--- src/rtl/pipe_hazard_ctrl.sv ---
// Pipeline hazard controller: stall/flush steering for load-use, redirect
// and memory wait conditions, plus saturating stall/flush event counters.
module pipe_hazard_ctrl #(
    parameter int REG_ADDR_W = 5,
    parameter int LU_BUBBLES = 1,
    parameter int CNT_W      = 16
) (
    input  logic                  clk,
    input  logic                  rst,
    input  logic                  branch_taken,
    input  logic                  ex_mem_read,
    input  logic [REG_ADDR_W-1:0] ex_rd,
    input  logic [REG_ADDR_W-1:0] id_rs1,
    input  logic [REG_ADDR_W-1:0] id_rs2,
    input  logic                  id_use_rs1,
    input  logic                  id_use_rs2,
    input  logic                  imem_wait,
    input  logic                  dmem_wait,
    output logic                  pc_stall,
    output logic                  if_id_stall,
    output logic                  id_ex_stall,
    output logic                  ex_mem_stall,
    output logic                  mem_wb_stall,
    output logic                  if_id_flush,
    output logic                  id_ex_flush,
    output logic                  lu_busy,
    output logic [CNT_W-1:0]      stall_cycles,
    output logic [CNT_W-1:0]      flush_events
);

    localparam int LC_W = 2;
    localparam logic [LC_W-1:0] LU_INIT =
        (LU_BUBBLES > 1) ? LC_W'(LU_BUBBLES - 2) : '0;

    typedef enum logic {
        IDLE,
        LU_STALL
    } state_t;

    state_t          state;
    logic [LC_W-1:0] lu_cnt;

    logic rs1_hit;
    logic rs2_hit;
    logic load_use;
    logic hold;
    logic redirect;
    logic lu_active;
    logic fetch_wait;

    assign rs1_hit  = id_use_rs1 && (id_rs1 == ex_rd);
    assign rs2_hit  = id_use_rs2 && (id_rs2 == ex_rd);
    assign load_use = ex_mem_read && (ex_rd != '0) && (rs1_hit || rs2_hit);

    // Priority chain: dmem wait, redirect, load-use, fetch wait.
    assign hold       = dmem_wait;
    assign redirect   = !hold && branch_taken;
    assign lu_active  = !hold && !branch_taken &&
                        ((state == LU_STALL) || load_use);
    assign fetch_wait = !hold && !branch_taken && !lu_active && imem_wait;

    always_comb begin
        pc_stall     = 1'b0;
        if_id_stall  = 1'b0;
        id_ex_stall  = 1'b0;
        ex_mem_stall = 1'b0;
        mem_wb_stall = 1'b0;
        if_id_flush  = 1'b0;
        id_ex_flush  = 1'b0;
        unique case (1'b1)
            hold: begin
                pc_stall     = 1'b1;
                if_id_stall  = 1'b1;
                id_ex_stall  = 1'b1;
                ex_mem_stall = 1'b1;
                mem_wb_stall = 1'b1;
            end
            redirect: begin
                if_id_flush = 1'b1;
                id_ex_flush = 1'b1;
            end
            lu_active: begin
                pc_stall    = 1'b1;
                if_id_stall = 1'b1;
                id_ex_flush = 1'b1;
            end
            fetch_wait: begin
                pc_stall    = 1'b1;
                if_id_flush = 1'b1;
            end
            default: ;
        endcase
    end

    always_ff @(posedge clk or posedge rst) begin
        if (rst) begin
            state   <= IDLE;
            lu_cnt  <= '0;
            lu_busy <= 1'b0;
        end else if (hold) begin
            state   <= state;
            lu_cnt  <= lu_cnt;
            lu_busy <= lu_busy;
        end else if (redirect) begin
            state   <= IDLE;
            lu_cnt  <= '0;
            lu_busy <= 1'b0;
        end else begin
            unique case (state)
                IDLE: begin
                    if (load_use && (LU_BUBBLES > 1)) begin
                        state   <= LU_STALL;
                        lu_cnt  <= LU_INIT;
                        lu_busy <= 1'b1;
                    end
                end
                LU_STALL: begin
                    if (lu_cnt == '0) begin
                        state   <= IDLE;
                        lu_busy <= 1'b0;
                    end else begin
                        lu_cnt <= lu_cnt - LC_W'(1);
                    end
                end
                default: begin
                    state   <= IDLE;
                    lu_cnt  <= '0;
                    lu_busy <= 1'b0;
                end
            endcase
        end
    end

    always_ff @(posedge clk or posedge rst) begin
        if (rst) begin
            stall_cycles <= '0;
            flush_events <= '0;
        end else begin
            if (pc_stall && (stall_cycles != '1))
                stall_cycles <= stall_cycles + CNT_W'(1);
            if (redirect && (flush_events != '1))
                flush_events <= flush_events + CNT_W'(1);
        end
    end

endmodule

--- config.mk ---
export PLATFORM = sky130hd
export DESIGN_NAME = pipe_hazard_ctrl
export DESIGN_NICKNAME = d
export VERILOG_FILES = /design/src/rtl/pipe_hazard_ctrl.sv
export SDC_FILE = /design/constraint.sdc
export NUM_CORES = 1
export LEC_CHECK = 0
export ABC_AREA = 1
export CORE_UTILIZATION = 35
export CTS_CLUSTER_SIZE = 28
export DETAILED_ROUTE_END_ITERATION = 6
export SETUP_SLACK_MARGIN = 0.1
export SLEW_MARGIN = 20
export SYNTH_ARGS = -nofsm -noshare
export SYNTH_HDL_FRONTEND = slang
export SYNTH_SLANG_ARGS = --single-unit
--- constraint.sdc ---
create_clock -name clk -period 1.5 [get_ports clk]
set_input_delay 0.225 -clock clk [delete_from_list [all_inputs] [get_ports clk]]
set_output_delay 0.225 -clock clk [all_outputs]
set_load 0.05 [all_outputs]
==> results_dict.tcl, run 1 <==
set metrics [dict create \
    rsz0062_at_grt "yes" \
    final_cells 505 \
    gp_congestion 0.775 \
    hold_viol_final 0 \
    netlist_instances 292 \
    synthToLayoutAreaGrowth_pct 99.2 \
    max-vdd-ir-drop_uv 1220 \
    vias 2354 \
    cp.required_ns 1.67 \
    fin_crit_sh 1.09 \
    synth.top_cell.area_share 0.404 \
    wl_per_cell_um 12.6 \
    htreeDepth 2 \
    fin_nets 455 \
    clk_latency_ns 0.28 \
    antenna_found_initial 0 \
    die_y_um 80.7 \
    avgSynthCellArea_um2 7.43 \
    synth.distinct_cells 27 \
    syn-num-nets 318 \
    fin_worst_skew_ns 0.0101 \
    crit_path_end_kind "flip-flop" \
    grt_max_degree 36 \
    p_leak_nw 2.18 \
    maxCapViolations 0 \
    worstPathArrival_ns 1.80 \
    layout-drive-gt1-share 0.521 \
    crit-reg2reg-launch "stall_cycles[0]$_DFFE_PP0P_" \
    cts_buffers 5 \
    first_global_vias 2291 \
    cts.sinks 35 \
    outcome "finished with violations" \
    cts_tree "built" \
    port_buffers 61 \
    clk_pin_slew_ns 0.08 \
    max_stage_delay_ns 0.39 \
    critPathLaunchType "flip-flop" \
    maxSlewViolCount 0 \
    pin_count 63 \
    min_period_ns 1.63 \
    reg2reg_depth 10 \
    synth-seq-cells 35 \
    setup_slack_ns -0.132 \
    critical_path_class "flip-flop to flip-flop" \
    power_density_nw_per_um2 1040 \
    p_int_w 0.00276 \
    setup_viol 26 \
    path_cells "ha_4 -> nand3_4 -> nor3_4 -> nand2_2 -> nor3_4 -> buf_4 -> buf_6 -> nor2_4 -> nand3_1 -> nand2_1" \
    fmax_mhz 613 \
    power_frac_clock 0.167 \
    core_region_area_um2 5960 \
    track_usage 0.202 \
    pwr-share-seq 0.281 \
    swShare 0.386 \
    detail-route-antenna-nets 0 \
    regToRegEndpoint "stall_cycles[11]$_DFFE_PP0P_" \
    vias_per_cell 4.66 \
    preCtsSetupSlack_ns -0.541 \
    hpwl_um 4390 \
    antenna_cells 0 \
    comb_power_share 0.552 \
    regToRegSetupSlack_ns -0.13 \
    start_util 0.364 \
    drt_pass1_iterations 4 \
    ys_top_cells_by_area "dfrtp_1, nand2_1, nand3_1" \
    power_switching_w 0.00173 \
    synth_area_um2 2170 \
    crit_buf_inv 2 \
    die-area_um2 6510 \
    drcViolationCount 0 \
    rows 28 \
    yosysSeqAreaShare 0.404 \
    cp_top_family "simple AND/OR/NAND/NOR gates" \
    routed_wl_um 6390 \
    cp_max_fo 2 \
    ctsLongestPathBuffers 2 \
    grt_pass1_wl_um 10200 \
    path_common_cell "nor3_4" \
    gr-total-overflow 0 \
    hold_buffers 0 \
    violations "setup timing" \
    synth_largest_area_cell "dfrtp_1" \
    dp.cells 482 \
    die_w_um 80.7 \
    utilization 0.725 \
    cts_root_buf "clkbuf_8" \
    cp_slowest_cell "dfrtp_2" \
    yosysWarningCount 0 \
    drtIter0Drc 94 \
    hold_class "input pin to async pin" \
]
## flip-flops by register name (all words and copies together) (netlist names)
register and flops:
flush_events 16, stall_cycles 16, lu_cnt 2, state 1
## stage by stage
stage | TNS, ns | hold WS (ns) | instance area, um^2 | power [W]
after global placement | -12.27 | 0.474 | 3840 | 0.00343
after floorplan | -5.83 | 0.378 | 2330 | 0.00229
after CTS | -1.69 | 0.291 | 4110 | 0.00431
after detailed placement | -12.98 | 0.490 | 3840 | 0.00346
after global routing | -4.58 | 0.326 | 4320 | 0.00474
final | -2.37 | 0.296 | 4320 | 0.00450
## final cells by class
type                            instances  area (um^2)
Sequential cell                        35          896
Clock buffer                            8          100
Fill cell                             415         1640
Tap cell                               75         93.8
Inverter                               38          168
Timing Repair Buffer                  137         1630
Multi-Input combinational cell        212         1430
## power groups by stage
| stage | clock, W | combinational (W) | sequential [W] |
|---|---|---|---|
| floorplan | 0 | 0.000502 | 0.00179 |
| global placement | 0 | 0.00216 | 0.00127 |
| detailed placement | 0 | 0.00218 | 0.00128 |
| CTS | 0.000779 | 0.00227 | 0.00126 |
| global route | 0.000821 | 0.00263 | 0.00129 |
| finish | 0.000751 | 0.00248 | 0.00126 |
## cell usage after synthesis
master	n
nand2_1	95
inv_1	37
dfrtp_1	35
nand3_1	33
nor2_1	21
xnor2_1	15
xor2_1	11
nand4_1	8
nor3_1	6
buf_4	5
o21ai_0	5
ha_1	3
a31oi_1	2
nand2_2	2
nor3_4	2
a21oi_1	1
and2_1	1
buf_2	1
buf_6	1
conb_1	1
inv_2	1
nand2_4	1
nand3_2	1
nand3b_1	1
nor2_2	1
nor3_2	1
nor3b_1	1
## worst reg2reg max path, delay by kind of cell (launching register included)
family | cells | cell delay (ns)
adders and majority gates | 1 | 0.15
buffers and inverters | 2 | 0.24
DFF | 1 | 0.39
and+or+nand+nor | 7 | 0.76
## cells by family (layout without fill, tap and decap cells)
logic type	count (synthesis)	in the layout	share of synthesized area
compound gates	8	8	0.0196
buf+inv	45	183	0.0906
fa+ha+maj	3	3	0.0173
xor+xnor	26	26	0.105
simple gates	174	174	0.362
other cells	1	1	0.00173
flops	35	35	0.404
## cells in the final DEF, fill, tap and decap left out, drive strengths merged
cell,instances
buf,130
a21oi,1
nor3b,1
nor3,9
xor2,11
nand4,8
xnor2,15
clkbuf,9
dfrtp,35
clkdlybuf4s50,1
nand3b,1
inv,38
nand2,98
nand3,34
conb,1
ha,3
clkdlybuf4s15,1
o21ai,5
a31oi,2
and2,1
nor2,22
dlygate4sd2,4
## worst max path at each step
stage                                     start                           end  slack, ns  cells past startpoint
finish              stall_cycles[0]$_DFFE_PP0P_  stall_cycles[11]$_DFFE_PP0P_      -0.13                     10
global route        stall_cycles[0]$_DFFE_PP0P_  stall_cycles[11]$_DFFE_PP0P_      -0.22                     11
CTS                 stall_cycles[0]$_DFFE_PP0P_  stall_cycles[10]$_DFFE_PP0P_      -0.11                      9
detailed placement                     ex_rd[4]  stall_cycles[10]$_DFFE_PP0P_      -0.54                     14
global placement                       ex_rd[4]                      pc_stall      -0.52                     11
floorplan           stall_cycles[0]$_DFFE_PP0P_  stall_cycles[13]$_DFFE_PP0P_      -0.31                     10
## what timing repair did
action / 4_1_cts / 5_1_grt
pin swaps: 39 / 35
endpoints found under the setup margin: 34 / 37
setup buffers: 7 / 9
resized for setup: 123 / 39
## per-layer routing
metal | vias up | GRT usage | wire (um)
met4 | 0 | 0.0679 | 87
met1 | 1102 | 0.246 | 2760
met2 | 61 | 0.352 | 3290
li1 | 1185 | - | -
met5 | - | 0 | 0
met3 | 6 | 0.0432 | 252
No activity file was read; power rests on OpenSTA's default activity.
==> run 2: changes to the inputs <==
--- a/config.mk
+++ b/config.mk
@@ -6,9 +6,10 @@
 export NUM_CORES = 1
 export LEC_CHECK = 0
 export ABC_AREA = 1
-export CORE_UTILIZATION = 35
+export CORE_UTILIZATION = 43
 export CTS_CLUSTER_SIZE = 28
 export DETAILED_ROUTE_END_ITERATION = 6
+export PLACE_DENSITY = 0.76
 export SETUP_SLACK_MARGIN = 0.1
 export SLEW_MARGIN = 20
 export SYNTH_ARGS = -nofsm -noshare
==> run 2 against run 1 <==
Effect of this change: clock skew grew 0.0014 ns; non-clock buffer count shrank 6; final cell count shrank 2.8%; die area shrank 18%; sequential share of layout area grew 0.32 points; sequential power is essentially flat; largest power group unchanged; count of clock-buffer cells in the layout shrank 1; wire length grew 31%; global-route usage grew 8.8 points; the flow still finishes with violations (setup timing).
==> results_dict.tcl, run 2 (synthesis results as in run 1) <==
set metrics [dict create \
    outcome "finished with violations" \
    violations "setup timing" \
    cts_root_buf "clkbuf_8" \
    critical_path_class "flip-flop to flip-flop" \
    fin_nets 449 \
    mostFrequentLayoutCells "nand2_1, buf_4, buf_12" \
    core_region_area_um2 4790 \
    reg2reg_depth 9 \
    start_util 0.453 \
    hpwl_um 4690 \
    first_global_vias 2448 \
    cp-startpoint "flush_events[1]$_DFFE_PP0P_" \
    maxSlewViolCount 0 \
    die_w_um 73.0 \
    cp-endpoint "flush_events[14]$_DFFE_PP0P_" \
    die-area_um2 5330 \
    setup_viol 32 \
    gp_congestion 0.852 \
    vias_per_cell 5.36 \
    largest_registers "flush_events x16, stall_cycles x16, lu_cnt x2" \
    rsz0062_at_grt "yes" \
    detail-route-antenna-nets 0 \
    antenna_cells 0 \
    power_switching_w 0.00181 \
    maxCapViolations 0 \
    comb_power_share 0.543 \
    swShare 0.391 \
    final_cells 491 \
    vias 2634 \
    fin_area_um2 4260 \
    power_frac_clock 0.183 \
    setup_slack_ns -0.199 \
    cp.required_ns 1.72 \
    p_int_w 0.00282 \
    fin_crit_sh 1.13 \
    hold_viol_final 0 \
    critPathLaunchType "flip-flop" \
    worstPathArrival_ns 1.92 \
    cts.sinks 35 \
    track_usage 0.290 \
    hold_class "input pin to async pin" \
    drt_pass1_iterations 4 \
    regToRegEndpoint "flush_events[14]$_DFFE_PP0P_" \
    wl_per_cell_um 17.0 \
    cts_tree "built" \
    htreeDepth 2 \
    max-vdd-ir-drop_uv 1810 \
    clk_pin_slew_ns 0.08 \
    crit-reg2reg-launch "flush_events[1]$_DFFE_PP0P_" \
    preCtsSetupSlack_ns -0.532 \
    die_y_um 73.0 \
    dp.cells 471 \
    grt_max_degree 36 \
    cp_max_fo 4 \
    drcViolationCount 0 \
    fill_cells 190 \
    grt_pass1_wl_um 11600 \
    cts_buffers 5 \
    rows 25 \
    pwr-share-seq 0.274 \
    place_area_um2 3810 \
    synthToLayoutAreaGrowth_pct 96.2 \
    pin_count 63 \
    regToRegSetupSlack_ns -0.20 \
    mostFrequentLayoutCell "nand2_1" \
    final.setup.tns_ns -2.56 \
    crit_path_end_kind "flip-flop" \
    p_leak_nw 2.16 \
    port_buffers 61 \
    gr-total-overflow 0 \
    fin_worst_skew_ns 0.0115 \
    drtIter0Drc 158 \
    min_period_ns 1.70 \
    clk_latency_ns 0.30 \
    routed_wl_um 8370 \
    ctsLongestPathBuffers 2 \
    layout-drive-gt1-share 0.507 \
    power_density_nw_per_um2 1090 \
    antenna_found_initial 0 \
    fmax_mhz 589 \
]
-- run 2: cell count changes in the layout (fill, tap and decap cells not counted), sizes merged --
cell,before,now
clkdlybuf4s15,1,2
clkbuf,9,8
bufinv,0,1
dlymetal6s2s,0,1
buf,130,124
dlygate4sd2,4,2
-- run 2: worst min-delay path by stage --
stage,end,cells after the start,slack (ns),start
after floorplan,flush_events[12]$_DFFE_PP0P_,1,0.38,rst
after global placement,lu_cnt[1]$_DFFE_PP0P_,2,0.47,lu_cnt[1]$_DFFE_PP0P_
after detailed placement,lu_cnt[0]$_DFFE_PP0P_,1,0.49,lu_cnt[0]$_DFFE_PP0P_
after CTS,stall_cycles[9]$_DFFE_PP0P_,3,0.28,rst
after global routing,stall_cycles[0]$_DFFE_PP0P_,3,0.30,rst
final,stall_cycles[9]$_DFFE_PP0P_,3,0.27,rst
-- run 2: through the flow --
step	power (W)	hold WS, ns	util
floorplan	0.00229	0.378	-
global placement	0.00346	0.468	0.796
detailed placement	0.00352	0.488	0.796
CTS	0.00442	0.283	0.849
global route	0.00482	0.303	0.889
finish	0.00463	0.272	0.889
-- run 2: layout make-up --
| type | count | area, um^2 | share of cell area |
|---|---|---|---|
| Timing Repair Buffer | 131 | 1570 | 0.368 |
| Clock inverter | 1 | 30.0 | 0.00706 |
| Inverter | 38 | 160 | 0.0376 |
| Tap cell | 67 | 83.8 | 0.0197 |
| Clock buffer | 7 | 76.3 | 0.0179 |
| Sequential cell | 35 | 896 | 0.211 |
| Multi-Input combinational cell | 212 | 1440 | 0.339 |
-- run 2: per-layer routing --
layer,track usage,wire length [um],vias to the layer above
met5,0,0,-
met4,0.126,450,0
met3,0.0649,490,42
met2,0.508,4210,143
met1,0.340,3220,1261
li1,-,-,1188
-- run 2: critical path: stages, from the launching register on --
cell	delay, ns
dfrtp_2	0.44
ha_4	0.19
nand3_4	0.08
nor2_4	0.04
nand3b_1	0.15
nand2_4	0.12
nor2_4	0.16
nand2_4	0.10
nor3_2	0.17
xor2_1	0.18
-- run 2: power by group through the flow --
| stage | Sequential (W) | Clock [W] | Combinational [W] |
|---|---|---|---|
| floorplan | 0.00179 | 0 | 0.000502 |
| global placement | 0.00126 | 0 | 0.00221 |
| detailed placement | 0.00126 | 0 | 0.00226 |
| CTS | 0.00125 | 0.000838 | 0.00234 |
| global route | 0.00128 | 0.000899 | 0.00264 |
| finish | 0.00127 | 0.000847 | 0.00251 |
-- run 2: timing repair --
action	4_1_cts	5_1_grt
gates resized for setup	111	40
cloned	0	0
pin swaps	43	35
endpoints found under the setup margin	34	36
hold buffers	0	0
setup buffers	7	5
